### src/rtl/spi_sd_master.sv
`default_nettype none
// ============================================================================
//  Module      : spi_sd_master
//  Description : CPU-facing SPI mode-0 master for an SD card. Each write to
//                DATA runs one 8-bit MSB-first transfer. The spi_clk rate is
//                programmable and chip select is under software control.
//                A done flag is set when the byte completes and is cleared
//                by reading DATA.
//  Revision    : 1.0  initial release
// ============================================================================
module spi_sd_master #(
    parameter logic [7:0] DIV_RESET = 8'd24,
    parameter logic       CS_RESET  = 1'b1
) (
    input  logic       clk,
    input  logic       rst_n,
    input  logic       cs,
    input  logic [1:0] addr,
    input  logic       rwb,
    input  logic [7:0] i_data,
    output logic [7:0] o_data,
    output logic       sd_cs,
    output logic       spi_clk,
    output logic       spi_mosi,
    input  logic       spi_miso
);

    localparam logic [1:0] C_ADDR_DATA = 2'd0;
    localparam logic [1:0] C_ADDR_CTRL = 2'd1;
    localparam logic [1:0] C_ADDR_DIV  = 2'd2;

    typedef enum logic [1:0] {
        ST_IDLE = 2'd0,
        ST_LOW  = 2'd1,
        ST_HIGH = 2'd2
    } state_t;

    state_t     state_q;
    logic [7:0] cnt_q;
    logic [7:0] div_q;
    logic [7:0] div_act_q;      // divider in force for the current half-period
    logic [7:0] shreg_q;
    logic [7:0] rx_q;
    logic [2:0] bit_q;
    logic       busy_q;
    logic       done_q;
    logic       ovr_q;
    logic       wr_lvl_q;
    logic       rd_lvl_q;
    logic       sd_cs_q;
    logic       spi_clk_q;
    logic       spi_mosi_q;

    logic w_wr_lvl;
    logic w_rd_lvl;
    logic w_wr_stb;
    logic w_rd_stb;
    logic w_data_wr;
    logic w_ctrl_wr;
    logic w_div_wr;
    logic w_data_rd;

    // A bus access may last many clk cycles; only its first cycle commits.
    assign w_wr_lvl  = cs & ~rwb;
    assign w_rd_lvl  = cs & rwb;
    assign w_wr_stb  = w_wr_lvl & ~wr_lvl_q;
    assign w_rd_stb  = w_rd_lvl & ~rd_lvl_q;
    assign w_data_wr = w_wr_stb & (addr == C_ADDR_DATA);
    assign w_ctrl_wr = w_wr_stb & (addr == C_ADDR_CTRL);
    assign w_div_wr  = w_wr_stb & (addr == C_ADDR_DIV);
    assign w_data_rd = w_rd_stb & (addr == C_ADDR_DATA);

    assign sd_cs    = sd_cs_q;
    assign spi_clk  = spi_clk_q;
    assign spi_mosi = spi_mosi_q;

    // Register file, strobe edge detection and the transfer state machine.
    always_ff @(posedge clk) begin
        if (!rst_n) begin
            state_q    <= ST_IDLE;
            cnt_q      <= 8'd0;
            div_q      <= DIV_RESET;
            div_act_q  <= DIV_RESET;
            shreg_q    <= 8'd0;
            rx_q       <= 8'hFF;
            bit_q      <= 3'd0;
            busy_q     <= 1'b0;
            done_q     <= 1'b0;
            ovr_q      <= 1'b0;
            wr_lvl_q   <= 1'b0;
            rd_lvl_q   <= 1'b0;
            sd_cs_q    <= CS_RESET;
            spi_clk_q  <= 1'b0;
            spi_mosi_q <= 1'b1;
        end else begin
            wr_lvl_q <= w_wr_lvl;
            rd_lvl_q <= w_rd_lvl;

            if (w_ctrl_wr) begin
                sd_cs_q <= i_data[0];
                if (i_data[7]) begin
                    ovr_q <= 1'b0;
                end
            end

            if (w_div_wr) begin
                div_q <= i_data;
            end

            // Reading the byte clears done; a completion in the same cycle
            // is assigned later below and therefore wins.
            if (w_data_rd) begin
                done_q <= 1'b0;
            end

            if (w_data_wr && (state_q != ST_IDLE)) begin
                ovr_q <= 1'b1;
            end

            case (state_q)
                ST_IDLE: begin
                    if (w_data_wr) begin
                        shreg_q    <= i_data;
                        spi_mosi_q <= i_data[7];
                        bit_q      <= 3'd0;
                        cnt_q      <= 8'd0;
                        div_act_q  <= div_q;
                        busy_q     <= 1'b1;
                        done_q     <= 1'b0;
                        state_q    <= ST_LOW;
                    end
                end
                ST_LOW: begin
                    if (cnt_q == div_act_q) begin
                        cnt_q     <= 8'd0;
                        div_act_q <= div_q;
                        spi_clk_q <= 1'b1;
                        shreg_q   <= {shreg_q[6:0], spi_miso};
                        state_q   <= ST_HIGH;
                    end else begin
                        cnt_q <= cnt_q + 8'd1;
                    end
                end
                ST_HIGH: begin
                    if (cnt_q == div_act_q) begin
                        cnt_q     <= 8'd0;
                        div_act_q <= div_q;
                        spi_clk_q <= 1'b0;
                        if (bit_q == 3'd7) begin
                            rx_q       <= shreg_q;
                            busy_q     <= 1'b0;
                            done_q     <= 1'b1;
                            spi_mosi_q <= 1'b1;
                            state_q    <= ST_IDLE;
                        end else begin
                            bit_q      <= bit_q + 3'd1;
                            spi_mosi_q <= shreg_q[7];
                            state_q    <= ST_LOW;
                        end
                    end else begin
                        cnt_q <= cnt_q + 8'd1;
                    end
                end
                default: begin
                    state_q <= ST_IDLE;
                end
            endcase
        end
    end

    // Read mux: purely a function of the register index.
    always_comb begin
        o_data = 8'h00;
        case (addr)
            2'd0:    o_data = rx_q;
            2'd1:    o_data = {busy_q, done_q, ovr_q, 4'b0000, sd_cs_q};
            2'd2:    o_data = div_q;
            default: o_data = 8'h00;
        endcase
    end

endmodule
`default_nettype wire

### config.mk
export PLATFORM = sky130hd
export DESIGN_NAME = spi_sd_master
export DESIGN_NICKNAME = d
export VERILOG_FILES = /design/src/rtl/spi_sd_master.sv
export SDC_FILE = /design/constraint.sdc
export NUM_CORES = 1
export LEC_CHECK = 0
export ABC_AREA = 0
export CORE_MARGIN = 3
export CORE_UTILIZATION = 30
export DETAILED_ROUTE_END_ITERATION = 7
export DONT_BUFFER_PORTS = 1
export GPL_TIMING_DRIVEN = 0
export PLACE_DENSITY = 0.45
export SLEW_MARGIN = 40
export SYNTH_ARGS = -nofsm -noshare
export SYNTH_HDL_FRONTEND = slang
export SYNTH_SLANG_ARGS = --single-unit
### constraint.sdc
create_clock -name clk -period 3.5 [get_ports clk]
set_input_delay 1.05 -clock clk [delete_from_list [all_inputs] [get_ports clk]]
set_output_delay 1.05 -clock clk [all_outputs]
set_load 0.01 [all_outputs]
Word level (Yosys, flattened, before mapping)
Cells that the tools add are included.

Register bits: 53.

Equality and inequality tests: 12. Bitwise operators: 11. Reduce and logical (&&, ||, !) cells: 21. Mux-type cells: 38. $add $sub $neg: 2.

Operators with widths (number): 2-to-1 mux 8 bit (6); case mux 8 bit (2 select lines) (3); case mux 8 bit (3 select lines) (1); AND reduction 3 bit (6); 2-to-1 mux 1 bit (16); nonzero test 2 bit (7); inequality test 2 bit, second input constant (5); 2-to-1 mux 3 bit (3); adder 8 x 1 -> 8 bit, second input constant (1); AND 1 bit (8); == test 8 bit (1); case mux 1 bit (2 select lines) (4); AND reduction 4 bit (2); 2-to-1 mux 2 bit (3); case mux 2 bit (3 select lines) (1); case mux 3 bit (2 select lines) (1); == test 2 x 1 -> 1 bit, second input constant (2); == test 2 bit, second input constant (2); zero test 2 bit (2); AND reduction 2 bit (2); adder 3 x 1 -> 3 bit, second input constant (1); == test 3 bit, second input constant (1); inverter 1 bit (3); inequality test 2 x 1 -> 1 bit, second input constant (1); 2 further kinds (2).

Longest topological paths before layout
Depth in word-level cells: 7. Mapped depth: 8. Mapped depth without buffers: 7.

Worst setup path after synthesis
Ideal clock, no wire load.

Path type: input -> output. From: input addr[1]. To: output o_data[0]. Setup slack: 0.342 ns. Arrival time: 2.108 ns. Stages on the path: 5. Path through: buf_1 nor2b_1 clkbuf_1 nand2_1 o21ai_0.

Longest elaborated chain between the ends: 2. Elaborated cells on any way between the ends: 4. Classes of those cells: eq/ne: 2; mux: 1; reduce/logical: 1.

Ends and longest elaborated chain: start, declared (RTL line 18) `input logic [1:0] addr,`; == test 2 bit (tied with other cells) (RTL line 174) `case (addr)`; case mux 8 bit (3 select lines) * (RTL line 174); end, declared (RTL line 21) `output logic [7:0] o_data,`.

Mark *: on every way between the ends. The rest lies on a longest branch, timed or not.

Worst setup path after layout
From: input addr[1]. To: output o_data[7].

The elaborated chain is that of the path after synthesis.

==> results.toml <==
[run_status]
status = "finished, final reports clean"

[clock_network]
insertion_delay_ns = 0.31
numCtsBuffers = 5
ctsResizeCount = 0
numClockSinks = 53
cts_buffer_depth = 2
cts_tree = "done"
cts_hold_buf = 0
clk_pin_slew_worst_paths_ns = 0.10
cts_setup_buffers = 0
cts_max_level = 2
cts-root-buf = "clkbuf_8"

[power_and_ir_drop]
intPower_mw = 0.847
cellPowerDensity_nw_per_um2 = 433
p_clk_share_pct = 28.7
p_sw_share_pct = 32.3
irDropWorstVdd_mv = 0.142
comb_power_share_pct = 19.9
power.switching_mw = 0.404
seq_power_share_pct = 51.4
p_leak_nw = 0.947

[sta]
tightest_slew_ns = 0.724
finalSetupViolCount = 0
hold_viol_final = 0
rsz0062_at_grt = "false"
fin_crit_sh_pct = 92.9
max_freq_ghz = 0.308
slew_headroom_pct = 51.0
drv_slew = 0
worst_clock_skew_ns = 0.00903
setup_ws_ns = 0.249
fin_crit_ns = 3.25
tns_ns = 0

[logic_synthesis]
yosysSeqAreaShare_pct = 39.8
synth_cell_types = 47
async_flop_share_pct = 0
synth_edf_count = 0
ys.flop_type = "dfxtp_1"
ys_seq_elements = 53
synthCells = 325
ys.warnings.count = 0
synth_fp_nets = 347
syn_area_um2 = 2670
synth_area_per_cell_um2 = 8.21

[grt]
grt_pass1_wl_um = 12200
antenna_found_initial = 0
overflow = 0
grtUsageTotal_pct = 15.6
grt_max_degree = 17
grt_pass1_vias = 2223

[floorplan]
row_count = 33
die_area_um2 = 10100
core_um2 = 8420
start_util_pct = 31.7
die_y_um = 100
fp.dieW_um = 100
ios = 26

[placement]
placed_area_um2 = 2800
detailed_place_hpwl_um = 5720
place_inst = 430
io_buffers = 0
place.gp.congestion = 0.814
dp_slack_ns = 0.0709

[drt]
drc = 0
avgRoutedWirePerCell_um = 17.1
drtIter0Drc = 78
wirelength_um = 7510
via_per_inst = 5.33
first_pass_iters = 4
ant_nets = 0
vias = 2335

[cells_and_area]
layout_common_cells = "53 x dfxtp_1, 50 x nand2_1, 43 x nand3_1"
final_common_cell = "dfxtp_1"
layout-drive-gt1-share_pct = 6.61
final_area_um2 = 2890
final_cell_count_no_fill = 438
diodes = 0
syn2layout_area_growth_pct = 8.26
finalNetCount = 354

[worst_setup_path]
cp-end-kind = "primary output"
critical_path_arrival_ns = 2.20
setup.worst_path.class = "input port to primary output"
critPathLaunchType = "input port"
critPathMaxFanout = 10
cp.required_ns = 2.45
path_cells = "clkbuf_2, nor2b_1, clkbuf_1, nand2_1, o21ai_0"
slowest_delay_ns = 0.34
cpMaxStageDelayCell = "clkbuf_1"

[min_path]
hold_path.class = "register to register"

[job]
maxCapViolCount = 0
==> critical path, delay by kind of cell <==
family | cells | cell delay, ns
AO/OA/AOI/OAI | 1 | 0.21
buffers and inverters | 2 | 0.55
AND/OR/NAND/NOR | 2 | 0.38
==> worst paths after layout <==
path | slack (ns) | cells past startpoint | end | startpoint
worst max-delay path | 0.25 | 5 | o_data[7] | addr[1]
worst min-delay path | 0.47 | 2 | bit_q[1] | bit_q[1]
worst max register to register | 1.23 | 7 | div_act_q[6] | state_q[0]
worst min register to register | 0.47 | 2 | bit_q[1] | bit_q[1]
==> cell type report <==
| class | instances | area, µm² |
|---|---|---|
| fill | 913 | 5540 |
| multi-input combinational | 246 | 1500 |
| sequential | 53 | 1060 |
| tap | 105 | 131 |
| buffer | 19 | 78.8 |
| clock buffer | 6 | 72.6 |
| inverter | 7 | 26.3 |
| clock inverter | 2 | 15.0 |
==> cell families (layout without fill, tap and decap cells) <==
group,count (synthesis),after routing,synth area share (%)
mux,18,18,6.80
buf+inv,26,34,3.89
simple gates,138,138,24.8
compound gates,75,75,18.8
flops,53,53,39.8
fa+ha+maj,7,7,3.28
xor+xnor,8,8,2.63
==> power groups by stage <==
stage          registers (mW)  logic (mW)  clock network (mW)
5_1_grt                 0.646       0.276               0.392
3_3_place_gp            0.656       0.247                   0
6_report                0.643       0.249               0.359
2_1_floorplan           0.651       0.187                   0
4_1_cts                 0.643       0.247               0.367
3_5_place_dp            0.657       0.246                   0
==> synthesized netlist by cell type (2+ instances only) <==
cell type	instances	share of area [%]
dfxtp_1	53	40
o21a_1	3	0.84
a31oi_1	11	2.6
o21ai_0	9	1.7
nor2_1	17	2.4
nand2_1	50	7.0
mux2i_1	17	6.4
nand4_1	3	0.70
inv_1	7	0.99
a21oi_1	19	3.6
a211oi_1	2	0.56
o21bai_1	2	0.56
ha_1	7	3.3
nor2b_1	3	0.70
a22oi_1	8	2.3
o21ai_1	8	1.5
xnor2_1	8	2.6
nand3_1	43	8.1
nor3_1	2	0.38
clkbuf_1	12	1.7
nor3b_1	4	1.1
o211ai_1	2	0.56
or2_2	2	0.47
or3b_4	2	0.84
or3_1	4	0.94
buf_2	5	0.94
buf_1	2	0.28
==> routing by layer <==
metal / vias to the layer above / global-route usage (%) / wire (µm)
li1: 1180 / - / -
met1: 1116 / 22.5 / 3810
met2: 33 / 23.7 / 3350
met3: 6 / 3.47 / 283
met4: 0 / 3.63 / 54
met5: - / 0 / 0
==> stage by stage <==
| step | power [mW] | hold slack (ns) | utilization (%) |
|---|---|---|---|
| final | 1.25 | 0.467 | 34.3 |
| after global routing | 1.31 | 0.499 | 34.3 |
| after CTS | 1.26 | 0.474 | 34.3 |
| after detailed placement | 0.903 | 0.459 | 33.2 |
| after global placement | 0.904 | 0.452 | 33.2 |
| after floorplan | 0.838 | 0.442 | - |
==> state kept, by name (all words and copies together), names as in the netlist <==
name	count
state_q	2
rd_lvl_q	1
div_act_q	8
sd_cs	1
busy_q	1
cnt_q	8
spi_mosi	1
shreg_q	8
rx_q	8
ovr_q	1
bit_q	3
div_q	8
spi_clk	1
wr_lvl_q	1
done_q	1
Power figures use the tool's default switching activity.
==> RTL change, RTL diff (config.mk and constraints unchanged) <==
Reset style: asynchronous (`rst_n`), changed in one clocked block.
--- a/src/rtl/spi_sd_master.sv
+++ b/src/rtl/spi_sd_master.sv
@@ -77,3 +77,3 @@
     // Register file, strobe edge detection and the transfer state machine.
-    always_ff @(posedge clk) begin
+    always_ff @(posedge clk or negedge rst_n) begin
         if (!rst_n) begin
Function: differs if rst_n is asserted again (counterexample within 4 cycles, from zero or initial values and one cycle with rst_n low); with rst_n held inactive, the same outputs for 10 cycles.
==> RTL change against the original RTL <==
  * Final area grew 9.2%
  * Non-clock buffer count decreased by 4
  * Synthesized area grew 8.5%
  * Die area increased by 8.0%
  * Sequential cell count stayed put
  * Count of clock-buffer cells in the layout up 1
  * Worst setup slack better by 0.14 ns
  * Wire length fell by 1.1%
Power is not compared: it rests on default switching activity, and its combinational part moved more than twofold at a synthesized area within 25%.
==> RTL change: results (changes against the original RTL) <==
| Metric | Value |
|---|---|
| Status | completed (unchanged) |
| Num CTS Buffers | 5 (unchanged) |
| Final Net Count | 317 (was 354) |
| Tightest Pin Transition | 0.5311 ns (was 0.7243 ns) |
| Max IR drop VDD | 279.6 uV |
| Antenna diodes | 0 (unchanged) |
| Tot GR Track Use | 0.1448 (was 0.1560) |
| Worst hold-check path type | in -> async (was reg -> reg) |
| Final WL | 7.420 mm (was 7.506 mm) |
| FFs w/ async S/R, synth | 1.000 (was 0) |
| Placed insts | 416 (was 430) |
| Non-filler cells in the finished layout | 425 (was 438) |
| DRT Pass-1 Iters | 4 (unchanged) |
| Synth area leaders | dfrtp_1, dfstp_2, mux2_2, nand2_1, mux2i_1 (was dfxtp_1, nand3_1, nand2_1, mux2i_1, a21oi_1) |
| Buffering overhead | 0.02459 (was 0.02730) |
| Post-Syn Nets | 309 (was 347) |
| Main synth FF type | dfrtp_1 (was dfxtp_1) |
| Placer Congestion | 0.7776 (was 0.8137) |
| Register area | 0.001344 mm2 (was 0.001061 mm2) |
| Compound-Gate Fraction of Synth Area | 0.1837 (was 0.1881) |
| FILL cells | 958 (was 913) |
| Clk_skew | 0.01061 ns (was 0.009032 ns) |
| Multi-input gate share of the layout cell area | 0.4518 (was 0.5204) |
| Crit path DAT | 2.06 ns (was 2.20 ns) |
| Worst-path clk slew | 0.10 ns (about the same) |
| First-pass GRT wire length | 12.41 mm (was 12.23 mm) |
| Clock Tree Buf Depth | 2 (unchanged) |
| Pin count of the biggest net entering global routing | 54 (was 17) |
| Top-area cell type share of the netlist area | 0.3372 (was 0.3977) |
| Synth cell types | 47 (unchanged) |
| PwrDens | approximately 730 mW/mm2 |
| Clk_buf instances | 7 (was 6) |
| Register area share after synthesis | 0.4643 (was 0.3977) |
| ClkCell Share | 0.02975 (was 0.03033) |
| Mux share of post-synthesis cell area | 0.1124 (was 0.06801) |
| Invs w/o clock | 14 (was 7) |
| Post-DP HPWL | 5.392 mm (was 5.723 mm) |
| Post-synth top cells | dfrtp_1, nand2_1, nor2_1, o21ai_0 (was dfxtp_1, nand2_1, nand3_1, a21oi_1) |
| Non-clock buffers | 15 (was 19) |
| Synth Area in XOR/XNOR | 0.02421 (was 0.02627) |
| Syn Area/Cell | 10.08 um2 (was 8.208 um2) |
| Adder-Cell Fraction of Synth Area | 0.03026 (was 0.03283) |
| Multi-input gates | 206 (was 246) |
| Initial drt markers | 57 (was 78) |
| Share of layout cells above drive strength 1 | 0.1655 (was 0.06607) |
| Worst-path maximum fanout | 10 (unchanged) |
| Vias in the first global route | 2159 (was 2223) |
| Post-DP Area | 0.003055 mm2 (was 0.002799 mm2) |
| Place WS | 0.3762 ns (was 0.07093 ns) |
| Post-DR vias/cell | 5.005 (was 5.331) |
| Seq_cells | 53 (unchanged) |
## RTL change: kinds of logic after synthesis
| kind of cell | Yosys count |
|---|---|
| buffers and inverters | 28 |
| XOR/XNOR | 8 |
| adder cells (fa/ha/maj) | 7 |
| flip-flops | 53 |
| AO/OA/AOI/OAI | 75 |
| multiplexers | 30 |
| AND/OR/NAND/NOR | 86 |
## RTL change: where the power goes
group / internal (W) / switching, W / total [W] / leakage (nW)
logic: 0.000430 / 0.000538 / 0.000968 / 0.622
registers: 0.000813 / 0.000160 / 0.000973 / 0.615
clock network: 0.000161 / 0.000203 / 0.000364 / 0.0445
total: 0.00140 / 0.000902 / 0.00231 / 1.28
## RTL change: final timing paths
kind	startpoint	to	slack [ns]	cells past startpoint
worst min register to register	rx_q[3]	rx_q[3]	0.51	2
max in group asynchronous	rst_n	rx_q[4]	2.89	0
min in group clk	rx_q[3]	rx_q[3]	0.51	2
worst max-delay path	addr[0]	o_data[5]	0.39	3
worst min-delay path	rst_n	state_q[1]	0.43	0
worst max register to register	state_q[1]	div_act_q[7]	1.10	7
## RTL change: routing by layer
layer / GRT usage / up-vias / part of all wire / routed length, um
met5: 0 / - / 0 / 0
met4: 0.03134 / 0 / 0.0084 / 62
met1: 0.1946 / 1039 / 0.46 / 3437
met3: 0.02607 / 7 / 0.028 / 207
li1: - / 1054 / - / -
met2: 0.2442 / 27 / 0.50 / 3712
## RTL change: metrics by stage
stage / total power (W) / utilization
floorplan: 0.001715 / -
global placement: 0.001933 / 0.3276
detailed placement: 0.001949 / 0.3276
CTS: 0.002326 / 0.3376
global route: 0.002509 / 0.3382
finish: 0.002306 / 0.3382
## RTL change: worst max-delay path, cell delays in order
cell and delay, ns:
clkbuf_1 0.41, mux2i_1 0.14, o21ai_0 0.45
